### src/rtl/multi_channel_counter.sv
// multi_channel_counter: N independent up/down counters with clear, load,
// wrap/saturate, terminal-count pulse, sticky overflow and a hi/lo bit tap.
//
// Ports:
//   clk       rising-edge clock
//   reset_n   async active-low reset
//   clr       per-channel sync clear (highest priority)
//   load      per-channel sync load of load_val[i*CNT_W +: CNT_W]
//   en        per-channel count enable
//   dir       per-channel direction, 1 = up, 0 = down
//   cnt_tap   per-channel {cnt[MSBs], cnt[LSBs]}, T = HI_TAP+LO_TAP bits
//   tc        registered terminal-count pulse
//   ovf       sticky overflow/underflow flag
module multi_channel_counter #(
  parameter int N_CH     = 5,
  parameter int CNT_W    = 121,
  parameter int LO_TAP   = 8,
  parameter int HI_TAP   = 6,
  parameter int SATURATE = 0
) (
  input  logic                             clk,
  input  logic                             reset_n,
  input  logic [N_CH-1:0]                  clr,
  input  logic [N_CH-1:0]                  load,
  input  logic [N_CH*CNT_W-1:0]            load_val,
  input  logic [N_CH-1:0]                  en,
  input  logic [N_CH-1:0]                  dir,
  output logic [N_CH*(HI_TAP+LO_TAP)-1:0]  cnt_tap,
  output logic [N_CH-1:0]                  tc,
  output logic [N_CH-1:0]                  ovf
);

  localparam int T = HI_TAP + LO_TAP;
  localparam logic [CNT_W-1:0] ONE =
    {{(CNT_W-1){1'b0}}, 1'b1};

  for (genvar i = 0; i < N_CH; i++) begin : g_ch
    logic [CNT_W-1:0] cnt_q;
    logic [CNT_W-1:0] step;
    logic [CNT_W-1:0] val;
    logic             tc_q;
    logic             ovf_q;
    logic             bnd;

    assign val = load_val[i*CNT_W +: CNT_W];

    // Full-width add/sub; modulo arithmetic gives the wrap values.
    assign step = dir[i] ? cnt_q + ONE
                         : cnt_q - ONE;

    assign bnd = dir[i] ? (&cnt_q) : ~(|cnt_q);

    always_ff @(posedge clk or negedge reset_n) begin
      if (!reset_n) begin
        cnt_q <= '0;
        tc_q  <= 1'b0;
        ovf_q <= 1'b0;
      end else if (clr[i]) begin
        cnt_q <= '0;
        tc_q  <= 1'b0;
        ovf_q <= 1'b0;
      end else if (load[i]) begin
        cnt_q <= val;
        tc_q  <= 1'b0;
      end else if (en[i]) begin
        if (bnd) begin
          if (SATURATE == 0) cnt_q <= step;
          tc_q  <= 1'b1;
          ovf_q <= 1'b1;
        end else begin
          cnt_q <= step;
          tc_q  <= 1'b0;
        end
      end else begin
        tc_q <= 1'b0;
      end
    end

    assign cnt_tap[i*T +: T] =
      {cnt_q[CNT_W-1 -: HI_TAP], cnt_q[LO_TAP-1:0]};
    assign tc[i]  = tc_q;
    assign ovf[i] = ovf_q;
  end

endmodule

### config.mk
export PLATFORM = sky130hd
export DESIGN_NAME = multi_channel_counter
export DESIGN_NICKNAME = d
export VERILOG_FILES = /design/src/rtl/multi_channel_counter.sv
export SDC_FILE = /design/constraint.sdc
export NUM_CORES = 2
export LEC_CHECK = 0
export BUFFER_PORTS_ARGS = -buffer_cell sky130_fd_sc_hd__buf_2
export CORE_MARGIN = 4
export CORE_UTILIZATION = 41
export DETAILED_ROUTE_END_ITERATION = 8
export PLACE_DENSITY = 0.65
export SLEW_MARGIN = 10
export SYNTH_ARGS = -nofsm -noshare
export SYNTH_HDL_FRONTEND = slang
export SYNTH_SLANG_ARGS = --single-unit
### constraint.sdc
create_clock -name clk -period 9.8 [get_ports clk]
set_input_delay 0.98 -clock clk [delete_from_list [all_inputs] [get_ports clk]]
set_output_delay 0.98 -clock clk [all_outputs]
set_load 0.1 [all_outputs]
==> metrics.md <==
| Metric | Value |
|---|---|
| Status | `complete, no violations` |
| Number of global-route vias before repair | `72.8k` |
| Max-cap violations | `0` |
| Root buffer selected by CTS | `clkbuf_16` |
| Cts bufs inserted | `between 80 and 90` |
| Synth top area share | `0.219` |
| Core Region | `between 150000 and 200000 um2` |
| Total GRT Usage | `0.323` |
| Initial antenna violation count | `69` |
| Rows | `151` |
| Overall power | `11600 uW` |
| DIE HEIGHT | `422 um` |
| Initial Util | `0.413` |
| Synth warn | `0` |
| H-tree levels | `3` |
| Period utilization | `0.607` |
| Initial DRT Pass Iterations | `6` |
| Gr ovfl total | `0` |
| DR vias/cell | `6.31` |
| Max Root-Sink Buffers | `3` |
| Setup WS post-layout | `3.85 ns` |
| Clk_skew | `0.0290 ns` |
| Critical Path RT | `10.45 ns` |
| Mapped Nets | `10.7k` |
| Final Max Slew Viols | `0` |
| Hold Violations, Final | `0` |
| CP max FO | `51` |
| Die area | `between 150000 and 200000 um2` |
| Sequential cell area fraction in the yosys report | `0.219` |
| EDFF count, synth | `0` |
| Post-layout min period | `5.95 ns` |
| Post-CTS Hold Buffers | `0` |
| Fillers | `17.5k` |
| Dominant cell type by area after synthesis | `dfrtp_1` |
| Nets@finish | `10.9k` |
| FFs w/ async S/R, synth | `1.00` |
| GPL Wtd Cong | `~1` |
| DRC Markers | `0` |
| CTS tree | `built` |
| Critical Path AT | `around 6.6 ns` |
| Max-slew headroom | `0.113` |
| Dpl hpwl | `235000 um` |
| Drt initial violations | `7075` |
| Antenna-violating nets left | `0` |
| Setup TNS | `0 ns` |
| Syn_area_per_cell | `7.39 um2` |
| Top Ports | `roughly 700` |
| Routed wire length per instance | `25.1 um` |
| Synthesized flop and latch total | `615` |
| Area grow syn2layout | `10.2%` |
| Cell Area, Synth | `approximately 70000 um2` |
| Pin count of the biggest net entering global routing | `134` |
| Layout cells sized above 1 | `0.110` |
| I/O Buffers | `706` |
| Startpoint Class | `primary input` |
| Pwr dens | `150 nW/um2` |
| Final setup vio count | `0` |
| F_max | `0.168 GHz` |
| Post-CTS setup buffer count | `0` |
| Synth cell types | `120` |
| Leakage | `0.0353 uW` |
| Area occupied by multi-input gates | `between 50000 and 60000 um2` |
| Peak VDD IR | `0.134 mV` |
| Clk sinks | `615` |
| Most used DFF post-synth | `dfrtp_1` |
| CP Capture Type | `flip-flop` |
| Crit Path Category | `primary input to flip-flop` |
| Clk pin slew, worst setup/hold paths | `around 0.06 ns` |
| Die width | `422 um` |
| Post-synthesis cell count | `between 9k and 10k` |
| Class of the most critical hold timing path | `primary input to async pin` |
| DP Worst Slack | `between 3 and 4 ns` |
| Top cells by area, synth | `dfrtp_1 22%, ha_1 11%, a21oi_1 10%` |
| Post-cts resize count | `0` |
| Final WL | `~300000 um` |
| Vias post-DR | `76.1k` |
| Clk_lat worst skew | `about 0.74 ns` |
| RSZ-0062 raised after global routing | `no` |
| Measured slew at the worst slew-check pin | `1.33 ns` |
| Register area | `15400 um2` |
| First-pass GRT wire length | `453000 um` |
[sequential cells by signal (all words and copies together), names as in the netlist]
name,cells
g_ch.cnt_q,605
g_ch.ovf_q,5
g_ch.tc_q,5
[final cells by class]
class	instances	share of cell area
Antenna cell	56	0.00181
Timing Repair Buffer	767	0.0527
Clock buffer	118	0.0322
Tap cell	2218	0.0359
Inverter	311	0.0153
Sequential cell	615	0.199
Multi-Input combinational cell	7927	0.657
Clock inverter	36	0.00571
[synthesized netlist by cell type, drive strengths merged, types with 17 or more instances]
master   count
a21boi      52
and3        40
a211oi     150
nand3      105
or3         35
mux2i      168
xor2       212
or2         28
buf        183
a32oi       24
a21oi     1425
o21ai      567
a22oi       48
nand4      439
a221oi     148
a211o       17
dfrtp      615
nand2      863
o221ai      28
nor3       145
ha         595
nor2b       42
o21bai     179
o31ai       56
o21a        78
and2        27
or4         21
nand2b      49
inv        309
o211ai      36
xnor2      366
nor4       219
clkbuf     460
a21o       377
and4        22
a31oi       58
nor2      1048
a2111oi     17
o22ai       48
[path summary, 6_finish.rpt]
path	cells past startpoint	to	startpoint	slack, ns
max	18	g_ch[3].cnt_q[119]$_DFFE_PN0P_	dir[3]	3.85
min	1	g_ch[4].cnt_q[1]$_DFFE_PN0P_	reset_n	0.16
max reg2reg	15	g_ch[2].cnt_q[88]$_DFFE_PN0P_	g_ch[2].cnt_q[0]$_DFFE_PN0P_	4.39
min reg2reg	1	g_ch[3].ovf_q$_DFFE_PN0P_	g_ch[3].ovf_q$_DFFE_PN0P_	0.48
max in group asynchronous	3	g_ch[3].cnt_q[103]$_DFFE_PN0P_	reset_n	7.41
min in group clk	3	g_ch[0].cnt_q[109]$_DFFE_PN0P_	load_val[109]	0.47
[placed cells by master (no fill, tap or decap), types with 24 or more instances in the layout]
cell type	netlist	layout
mux2i_1	168	168
nand2b_1	49	49
xnor2_1	366	366
nor3_1	142	142
buf_2	51	690
a221oi_1	146	146
nand3_1	104	104
and2_1	25	25
dfrtp_1	615	615
inv_1	308	297
ha_1	595	595
a22oi_1	48	48
diode_2	0	56
or3_1	34	34
o221ai_1	27	27
buf_4	82	73
o21ai_0	527	527
nand2_1	863	863
a21oi_1	1413	1413
clkbuf_16	0	87
a211oi_1	147	147
xor2_1	212	212
o22ai_1	48	48
o21bai_1	178	178
a21boi_0	41	41
o211ai_1	32	32
nor2_1	1048	1041
and3_1	40	40
o21a_1	76	76
nor2b_1	42	42
nand4_1	439	439
o31ai_1	45	45
a31oi_1	55	55
a32oi_1	24	24
a21o_1	376	376
or2_2	26	26
nor4_1	214	214
o21ai_1	28	28
[worst max-delay path, stage by stage]
cell	delay (ns)
buf_2	0.13
inv_4	0.47
buf_4	0.55
ha_1	0.40
a21oi_1	0.38
o211ai_1	0.20
a21oi_1	0.18
a21oi_1	0.06
a41oi_2	0.31
o221ai_1	0.29
o21ai_1	0.48
a21oi_1	0.15
nor2_1	0.38
o21ai_0	0.38
a31oi_1	0.57
o21ai_0	0.23
xnor2_1	0.17
a211oi_1	0.23
[where the power goes]
group          internal [uW]  total, uW  switching (uW)  leakage (uW)
registers               2770       3130             357       0.00800
logic                   1820       5080            3260        0.0259
clock network           1990       3380            1390       0.00143
[metrics by stage]
stage / hold slack, ns / cells / area [um2] / utilization
2_1_floorplan: 0.455 / 9496 / 70200 / -
3_3_place_gp: 0.461 / 11838 / 74300 / 0.437
3_5_place_dp: 0.466 / 11838 / 74300 / 0.437
4_1_cts: 0.185 / 11992 / 77200 / 0.455
5_1_grt: 0.181 / 12041 / 77300 / 0.455
6_report: 0.162 / 12048 / 77400 / 0.455
[per-layer routing]
metal	track usage	routed length [um]	share of wire
met1	0.424	130000	0.43
met2	0.515	137000	0.45
met3	0.0400	18000	0.060
met4	0.176	17400	0.058
met5	0	29	0.000096
[cells by family (layout without fill, tap and decap cells)]
logic type / Yosys count / after routing / share of synthesized area
XOR/XNOR: 578 / 578 / 0.0721
other: 0 / 56 / 0
adder cells (fa/ha/maj): 600 / 600 / 0.108
flip-flops: 615 / 615 / 0.219
multiplexers: 176 / 176 / 0.0252
AND/OR/NAND/NOR: 3114 / 3114 / 0.208
buffers and inverters: 954 / 1232 / 0.0564
AO/OA/AOI/OAI: 3459 / 3459 / 0.311
No activity file was read; power rests on OpenSTA's default activity.
